## src/rtl/wb_stage_if.sv

```systemverilog
// MEM -> WB retire handshake and instruction payload.
//   master : MEM stage drives mem_valid and the payload, samples mem_ready
//   slave  : writeback stage samples the payload, drives mem_ready
interface wb_stage_if;
  logic        mem_valid;
  logic        mem_ready;
  logic [4:0]  mem_rd;
  logic [2:0]  mem_wbtype;
  logic        mem_is_load;
  logic        mem_sign;
  logic [1:0]  mem_addr_off;
  logic [31:0] mem_result;

  modport master (
    output mem_valid, mem_rd, mem_wbtype, mem_is_load, mem_sign, mem_addr_off, mem_result,
    input  mem_ready
  );

  modport slave (
    input  mem_valid, mem_rd, mem_wbtype, mem_is_load, mem_sign, mem_addr_off, mem_result,
    output mem_ready
  );
endinterface

```

## src/rtl/wb_stage.sv

```systemverilog
// Writeback stage: retires instructions from MEM, waits for data-memory responses on
// loads, extracts/extends byte and half loads, and issues one register-file write per
// retired instruction. All outputs are registered.
// Ports:
//   clk, rst        clock, synchronous active-high reset
//   mem             retire handshake + payload (wb_stage_if.slave)
//   dm_rvalid/rdata data-memory read response (single-cycle pulse, aligned word)
//   write_reg/write_data/Regwrite  register-file write port (Regwrite=000 means no write)
//   waiting         load response outstanding
//   pend_valid/pend_rd  destination of the outstanding load, for hazard logic
//   load_err        one-cycle pulse when a load is abandoned on timeout
module wb_stage #(
  parameter int unsigned TIMEOUT_CYC = 15,
  parameter int unsigned CNT_W       = 4
) (
  input  logic        clk,
  input  logic        rst,
  wb_stage_if.slave   mem,
  input  logic        dm_rvalid,
  input  logic [31:0] dm_rdata,
  output logic [4:0]  write_reg,
  output logic [31:0] write_data,
  output logic [2:0]  Regwrite,
  output logic        waiting,
  output logic        pend_valid,
  output logic [4:0]  pend_rd,
  output logic        load_err
);

  localparam int unsigned RW   = 5;
  localparam int unsigned XLEN = 32;
  localparam int unsigned TW   = 3;

  localparam logic [TW-1:0]    WB_NONE = 3'b000;
  localparam logic [TW-1:0]    WB_HALF = 3'b011;
  localparam logic [TW-1:0]    WB_BYTE = 3'b001;
  localparam logic [CNT_W-1:0] TO_LAST = CNT_W'(TIMEOUT_CYC - 1);

  typedef enum logic [0:0] {IDLE, WAIT_LOAD} state_t;

  state_t            state, state_nx;
  logic [CNT_W-1:0]  cnt, cnt_nx;
  logic [RW-1:0]     ld_rd, ld_rd_nx;
  logic [TW-1:0]     ld_type, ld_type_nx;
  logic              ld_sign, ld_sign_nx;
  logic [1:0]        ld_off, ld_off_nx;

  logic [RW-1:0]     write_reg_nx;
  logic [XLEN-1:0]   write_data_nx;
  logic [TW-1:0]     regwrite_nx;
  logic              waiting_nx, pend_valid_nx, load_err_nx, mem_ready_nx;
  logic [RW-1:0]     pend_rd_nx;

  // Byte/half selection from the aligned word plus sign/zero extension.
  function automatic logic [XLEN-1:0] extract(input logic [TW-1:0] t, input logic s,
                                              input logic [1:0] off, input logic [XLEN-1:0] d);
    logic [15:0] h;
    logic [7:0]  b;
    h = off[1] ? d[31:16] : d[15:0];
    case (off)
      2'd0:    b = d[7:0];
      2'd1:    b = d[15:8];
      2'd2:    b = d[23:16];
      default: b = d[31:24];
    endcase
    case (t)
      WB_HALF: extract = {{16{s & h[15]}}, h};
      WB_BYTE: extract = {{24{s & b[7]}}, b};
      default: extract = d;
    endcase
  endfunction

  // Next-state and next-output logic.
  always_comb begin
    state_nx      = state;
    cnt_nx        = cnt;
    ld_rd_nx      = ld_rd;
    ld_type_nx    = ld_type;
    ld_sign_nx    = ld_sign;
    ld_off_nx     = ld_off;
    write_reg_nx  = '0;
    write_data_nx = '0;
    regwrite_nx   = WB_NONE;
    waiting_nx    = waiting;
    pend_valid_nx = pend_valid;
    pend_rd_nx    = pend_rd;
    load_err_nx   = 1'b0;

    case (state)
      IDLE: begin
        // dm_rvalid is deliberately ignored here: it can only be a late/stray response.
        if (mem.mem_valid) begin
          if (mem.mem_is_load) begin
            ld_rd_nx      = mem.mem_rd;
            ld_type_nx    = mem.mem_wbtype;
            ld_sign_nx    = mem.mem_sign;
            ld_off_nx     = mem.mem_addr_off;
            cnt_nx        = '0;
            state_nx      = WAIT_LOAD;
            waiting_nx    = 1'b1;
            pend_valid_nx = 1'b1;
            pend_rd_nx    = mem.mem_rd;
          end else if (mem.mem_wbtype != WB_NONE && mem.mem_rd != '0) begin
            write_reg_nx  = mem.mem_rd;
            write_data_nx = mem.mem_result;
            regwrite_nx   = mem.mem_wbtype;
          end
        end
      end
      WAIT_LOAD: begin
        // A response on the final timeout cycle still wins over the timeout.
        if (dm_rvalid) begin
          state_nx      = IDLE;
          waiting_nx    = 1'b0;
          pend_valid_nx = 1'b0;
          pend_rd_nx    = '0;
          if (ld_type != WB_NONE && ld_rd != '0) begin
            write_reg_nx  = ld_rd;
            write_data_nx = extract(ld_type, ld_sign, ld_off, dm_rdata);
            regwrite_nx   = ld_type;
          end
        end else if (cnt == TO_LAST) begin
          state_nx      = IDLE;
          waiting_nx    = 1'b0;
          pend_valid_nx = 1'b0;
          pend_rd_nx    = '0;
          load_err_nx   = 1'b1;
        end else begin
          cnt_nx = cnt + CNT_W'(1);
        end
      end
      default: state_nx = IDLE;
    endcase

    mem_ready_nx = (state_nx == IDLE);
  end

  // State and output registers.
  always_ff @(posedge clk) begin
    if (rst) begin
      state         <= IDLE;
      cnt           <= '0;
      ld_rd         <= '0;
      ld_type       <= WB_NONE;
      ld_sign       <= 1'b0;
      ld_off        <= '0;
      write_reg     <= '0;
      write_data    <= '0;
      Regwrite      <= WB_NONE;
      waiting       <= 1'b0;
      pend_valid    <= 1'b0;
      pend_rd       <= '0;
      load_err      <= 1'b0;
      mem.mem_ready <= 1'b1;
    end else begin
      state         <= state_nx;
      cnt           <= cnt_nx;
      ld_rd         <= ld_rd_nx;
      ld_type       <= ld_type_nx;
      ld_sign       <= ld_sign_nx;
      ld_off        <= ld_off_nx;
      write_reg     <= write_reg_nx;
      write_data    <= write_data_nx;
      Regwrite      <= regwrite_nx;
      waiting       <= waiting_nx;
      pend_valid    <= pend_valid_nx;
      pend_rd       <= pend_rd_nx;
      load_err      <= load_err_nx;
      mem.mem_ready <= mem_ready_nx;
    end
  end

endmodule

```

## src/flat_wrapper.sv

```systemverilog
// flat-port wrapper written by rule: the top's interface ports become plain ports
module wb_stage_flat 
#(
  parameter int unsigned TIMEOUT_CYC = 15,
  parameter int unsigned CNT_W       = 4
)
  (clk, rst, dm_rvalid, dm_rdata, write_reg, write_data, Regwrite, waiting, pend_valid, pend_rd, load_err, mem_mem_valid, mem_mem_rd, mem_mem_wbtype, mem_mem_is_load, mem_mem_sign, mem_mem_addr_off, mem_mem_result, mem_mem_ready);
  wb_stage_if mem_i ();
  input  logic clk;
  input  logic rst;
  input  logic dm_rvalid;
  input  logic [31:0] dm_rdata;
  output logic [4:0] write_reg;
  output logic [31:0] write_data;
  output logic [2:0] Regwrite;
  output logic waiting;
  output logic pend_valid;
  output logic [4:0] pend_rd;
  output logic load_err;
  input wire logic [$bits(mem_i.mem_valid)-1:0] mem_mem_valid;
  input wire logic [$bits(mem_i.mem_rd)-1:0] mem_mem_rd;
  input wire logic [$bits(mem_i.mem_wbtype)-1:0] mem_mem_wbtype;
  input wire logic [$bits(mem_i.mem_is_load)-1:0] mem_mem_is_load;
  input wire logic [$bits(mem_i.mem_sign)-1:0] mem_mem_sign;
  input wire logic [$bits(mem_i.mem_addr_off)-1:0] mem_mem_addr_off;
  input wire logic [$bits(mem_i.mem_result)-1:0] mem_mem_result;
  output wire logic [$bits(mem_i.mem_ready)-1:0] mem_mem_ready;
  assign mem_i.mem_valid = mem_mem_valid;
  assign mem_i.mem_rd = mem_mem_rd;
  assign mem_i.mem_wbtype = mem_mem_wbtype;
  assign mem_i.mem_is_load = mem_mem_is_load;
  assign mem_i.mem_sign = mem_mem_sign;
  assign mem_i.mem_addr_off = mem_mem_addr_off;
  assign mem_i.mem_result = mem_mem_result;
  assign mem_mem_ready = mem_i.mem_ready;
  wb_stage #(.TIMEOUT_CYC(TIMEOUT_CYC), .CNT_W(CNT_W)) u_core (.clk(clk), .rst(rst), .mem(mem_i), .dm_rvalid(dm_rvalid), .dm_rdata(dm_rdata), .write_reg(write_reg), .write_data(write_data), .Regwrite(Regwrite), .waiting(waiting), .pend_valid(pend_valid), .pend_rd(pend_rd), .load_err(load_err));
endmodule
```

## config.mk

```make
export PLATFORM = sky130hd
export DESIGN_NAME = wb_stage_flat
export DESIGN_NICKNAME = d
export VERILOG_FILES = /design/src/rtl/wb_stage_if.sv /design/src/rtl/wb_stage.sv /design/src/flat_wrapper.sv
export SDC_FILE = /design/constraint.sdc
export NUM_CORES = 1
export LEC_CHECK = 0
export BUFFER_PORTS_ARGS = -buffer_cell sky130_fd_sc_hd__clkbuf_2
export CELL_PAD_IN_SITES_DETAIL_PLACEMENT = 1
export CELL_PAD_IN_SITES_GLOBAL_PLACEMENT = 1
export CORE_MARGIN = 2
export CORE_UTILIZATION = 30
export CTS_CLUSTER_DIAMETER = 60
export DETAILED_ROUTE_END_ITERATION = 12
export GPL_TIMING_DRIVEN = 0
export PLACE_DENSITY = 0.84
export SETUP_SLACK_MARGIN = 0.1
export SKIP_LAST_GASP = 1
export SYNTH_ARGS = -nofsm -noshare
export SYNTH_HDL_FRONTEND = slang
export SYNTH_SLANG_ARGS = --single-unit
```

## constraint.sdc

```tcl
create_clock -name clk -period 1.65 [get_ports clk]
set_clock_uncertainty 0.05 [all_clocks]
set_input_delay 0.33 -clock clk [delete_from_list [all_inputs] [get_ports clk]]
set_output_delay 0.33 -clock clk [all_outputs]
set_load 0.1 [all_outputs]
```

* Yosys cells after proc, flatten, opt, wreduce, memory -nomap -nowiden
Cells that the tools add are included.
Cells by class: bitwise logic cells 4, equal/unequal tests 10, reduce and logical (&&, ||, !) cells 11, muxes and demuxes 45, add/subtract/negate cells 1
Operators by type and width (count):
- two-way mux 32 bit | 5
- case mux 32 bit (2 select lines) | 2
- two-way mux 5 bit | 9
- two-way mux 8 bit | 3
- case mux 8 bit (3 select lines) | 1
- case mux 5 bit (2 select lines) | 2
- two-way mux 16 bit | 1
- two-way mux 4 bit | 4
- two-way mux 3 bit | 5
- nonzero test 5 bit | 2
- two-way mux 1 bit | 9
- inequality test 2 bit, second input constant | 4
- case mux 4 bit (2 select lines) | 1
- case mux 3 bit (2 select lines) | 1
- AND reduction 3 bit | 2
- nonzero test 3 bit | 2
- adder 4 x 1 -> 4 bit, second input constant | 1
- equality test 4 bit, second input constant | 1
- case mux 1 bit (2 select lines) | 2
- AND reduction 4 bit | 1
- equality test 3 x 1 -> 1 bit, second input constant | 1
- equality test 3 x 2 -> 1 bit, second input constant | 1
- inequality test 3 bit, second input constant | 1
- OR reduction 3 bit | 1
- 6 further kinds | 9
Word-level totals: flip-flop bits (word level) 64, logic and storage cells 84, input bits 80, output and inout port bits 49

* Depth between registers and ports, before layout
depth after elaboration 10, gate-level depth with buffers 6, gate-level depth less buffers 6

* Least setup slack after synthesis
No wires, ideal clock.
path type reg-to-reg, start reg u_core.ld_rd[0], end reg u_core.write_data[21], slack -165 ps, cell stages (with the launch flop) 6, arrival time 1643 ps, path buffers 1, setup time 122 ps, path through dfxtp_1 -> or4_4 -> o21ai_4 -> a211oi_2 -> clkbuf_8 -> a221o_1
On the way: word-level cells in the longest chain between the ends 5
RTL lines:
- start: declaration | RTL line wb_stage.sv:43 | logic [RW-1:0] ld_rd, ld_rd_nx;
- start signal: assignment | RTL line wb_stage.sv:158 | ld_rd <= ld_rd_nx;
- nonzero test 5 bit | RTL line wb_stage.sv:117 | if (ld_type != WB_NONE && ld_rd != '0) begin
- logical AND 1 bit | RTL line wb_stage.sv:117
- two-way mux 32 bit | RTL line wb_stage.sv:117
- two-way mux 32 bit | RTL line wb_stage.sv:112 | if (dm_rvalid) begin
- case mux 32 bit (2 select lines) | RTL line wb_stage.sv:89 | case (state)
- end signal: assignment | RTL line wb_stage.sv:163 | write_data <= write_data_nx;
- end: declaration | RTL line wb_stage.sv:22 | output logic [31:0] write_data,
No other way between the ends. A chain may end at the register's enable or synchronous reset.

* Worst setup path after layout
start reg u_core.ld_rd[3], end reg u_core.write_data[29]
The elaborated chain is that of the path after synthesis.

==> flow_summary.json <==
{
  "tightest_slew_ns": 0.562,
  "clockBufferDepth": 2,
  "grt_max_degree": 11,
  "dr.pass1.iters": 4,
  "violations": "setup timing",
  "ys_warn_count": 0,
  "final_util_pct": 45.0,
  "grt_pass1_wl_um": 15500,
  "critPathCaptureType": "flip-flop",
  "slew_violations": 0,
  "avgRoutedWirePerCell_um": 18.0,
  "fin_ws_ns": -0.224,
  "slew_headroom_pct": 62.7,
  "routed_via_density": 5.20,
  "cts_tree": "yes",
  "postCtsHoldBufs": 0,
  "start_util_pct": 31.3,
  "regMostFlops": "u_core.write_data",
  "synth.avg_cell_area_sq_um": 9.78,
  "syn_area_sq_um": 2760,
  "final_antenna_net_count": 0,
  "antenna_cells": 0,
  "critPathMaxStageDelay_ns": 0.55,
  "synthArstFlopShare_pct": 0,
  "status": "complete, but fails checks",
  "p_per_area_nw_per_um2": 928,
  "synthTopCellsByArea": "dfxtp_1, a221o_1, nand2_1",
  "post-route-period-util_pct": 114,
  "grt_use_total_pct": 19.8,
  "multi_input_area_sq_um": 1440,
  "regArea_sq_um": 1290,
  "crit_family": "simple AND/OR/NAND/NOR gates",
  "cts.sinks": 64,
  "synth_top_area_share_pct": 46.4,
  "path_clk_slew_ns": 0.07,
  "place.gp.congestion": 0.772,
  "leakagePower_nw": 1.72,
  "start_kind": "flip-flop",
  "hold_slack_ns": 0.147,
  "synth_edf_count": 0,
  "critical_path.max_fanout": 8,
  "switchingPower_mw": 1.13,
  "nFillCells": 1082,
  "drive_above_1_share_pct": 47.0,
  "synthCells": 282,
  "p_comb_share_pct": 19.0,
  "coreArea_sq_um": 8810,
  "ys_ff_latch": 64,
  "synth_top_area_cell": "dfxtp_1",
  "finalHoldViolations": 0,
  "wirelength_um": 9810,
  "die_y_um": 99.9,
  "final_cell_area_sq_um": 3960,
  "maxCapViolCount": 0,
  "place_area_sq_um": 3530,
  "critical_path_arrival_ns": 2.04,
  "ys_seq_area_share_pct": 46.4,
  "synth-main-ff-cell": "dfxtp_1",
  "drtIter0Drc": 125,
  "synthToLayoutAreaGrowth_pct": 43.5,
  "worst_path_max_delay_cell": "or4_4",
  "antenna_found_initial": 0,
  "fp.dieW_um": 99.9,
  "critPathKind": "reg -> reg",
  "power_frac_seq_pct": 44.3,
  "largest_reg_flops": 32,
  "cts-htree-levels": 3,
  "dp_hpwl_um": 7320,
  "critPathBufInv": 1,
  "crit_path_cell_trace": "or4_4, o21ai_4, nor2_4, buf_6, a221o_1",
  "period_needed_ns": 1.87,
  "via_count": 2838,
  "fmax_mhz": 534,
  "synth_nets": 364,
  "ir_worst_vdd_mv": 0.428,
  "setup_violations": 39,
  "insertion_delay_ns": 0.33,
  "layout.nets": 516,
  "power.internal_mw": 2.54,
  "port-buffer-count": 127,
  "die_area_sq_um": 9980,
  "dp_slack_ns": -0.594,
  "cts_buffers": 9,
  "rows": 34,
  "cp.required_ns": 1.82,
  "cts_root_buffer": "clkbuf_8",
  "p_clk_share_pct": 36.7,
  "grt_pass1_vias": 3083,
  "drc": 0,
  "p_sw_share_pct": 30.9,
  "yosysUniqueCellTypes": 50,
  "hp-class": "in -> reg",
  "overflow": 0,
  "rsz0062_at_grt": "yes",
  "io_pins": 129
}
[final timing paths]
| path | endpoint | from | cells after the start | slack, ns |
|---|---|---|---|---|
| min | u_core.write_data[4] | mem_mem_result[4] | 2 | 0.15 |
| max | u_core.write_data[29] | u_core.ld_rd[3] | 5 | -0.22 |
| max reg2reg | u_core.write_data[29] | u_core.ld_rd[3] | 5 | -0.22 |
| min reg2reg | u_core.ld_rd[0] | u_core.ld_rd[0] | 2 | 0.43 |
[repair_timing]
item / 4_1_cts / 5_1_grt
endpoints found under the setup margin: 50 / 61
cloned: 1 / 0
resized for setup: 24 / 21
pin swaps: 5 / 7
buffers inserted: 11 / 2
[synthesized netlist by cell type, drive strengths merged, types with 2 or more instances]
cell     count
a211oi       2
a21oi       27
a221o       23
a22o        12
a22oi        3
and3b        2
buf          8
clkbuf       9
dfxtp       64
ha           2
inv          4
mux2         2
mux2i        7
nand2       41
nand3        6
nand3b       2
nor2         8
nor2b        3
nor3         5
nor3b       10
o211a        2
o21ai       10
o2bb2ai      8
or3          8
xor2         2
[metal layers]
metal,vias to the layer above,global-route usage (%),share of wire [%]
li1,1356,-,-
met1,1360,23.2,40
met2,113,35.3,52
met3,9,5.99,7.5
met4,0,4.85,0.86
met5,-,0,0
[layout make-up]
cell class / count / area share, %
flip-flops and latches: 64 / 32.5
well taps: 108 / 3.41
plain buffers: 17 / 3.54
clock inverters: 3 / 1.07
inverters: 4 / 0.379
repair buffers: 141 / 19.2
multi-input cells: 197 / 36.2
clock buffers: 12 / 3.67
[worst register-to-register path, stage by stage (launching register included)]
cell,delay [ns]
dfxtp_2,0.32
or4_4,0.55
o21ai_4,0.26
nor2_4,0.11
buf_6,0.17
a221o_1,0.30
[power groups by stage]
stage	clock network [mW]	logic [mW]	registers [mW]
3_5_place_dp	0	0.652	1.66
6_report	1.35	0.697	1.63
4_1_cts	1.37	0.686	1.63
2_1_floorplan	0	0.195	1.91
3_3_place_gp	0	0.640	1.66
5_1_grt	1.44	0.739	1.63
[cells in the final DEF, fill, tap and decap left out, types with 2 or more instances in the layout]
cell       Yosys  final
xor2_1         2      2
nor3b_1        9      9
dfxtp_1       64     59
or3_1          8      8
o21ai_0        9      7
nand3_1        6      5
dfxtp_2        0      5
a22o_1        11     11
ha_1           2      2
nand3b_1       2      2
buf_4          1     13
nor3_1         5      5
clkbuf_8       1     12
a22oi_2        0      2
nor2_1         7      7
a221o_1       17     17
clkbuf_1       7      4
buf_2          1      6
nand2_1       41     40
mux2i_1        7      7
buf_6          5      5
o2bb2ai_1      8      8
o211a_4        0      2
mux2_2         2      2
a221o_2        6      6
clkbuf_4       0      2
clkbuf_2       1    126
a21oi_2        1      3
a211oi_4       0      2
a21oi_1       26     23
inv_1          4      4
[per-stage QoR]
step	cells	total power, mW	setup TNS, ns
floorplan	282	2.10	-3.04
global placement	517	2.30	-16.23
detailed placement	517	2.31	-18.60
CTS	544	3.68	-6.21
global route	546	3.82	-7.94
finish	546	3.67	-6.03
[cell families (layout without fill, tap and decap cells)]
logic type	after synthesis	in the layout	synth area share [%]
compound gates	93	93	26.3
simple gates	91	91	17.5
xor+xnor	2	2	0.635
fa+ha+maj	2	2	0.907
flops	64	64	46.4
mux	9	9	3.36
buf+inv	21	177	4.81
Power figures use the tool's default switching activity.
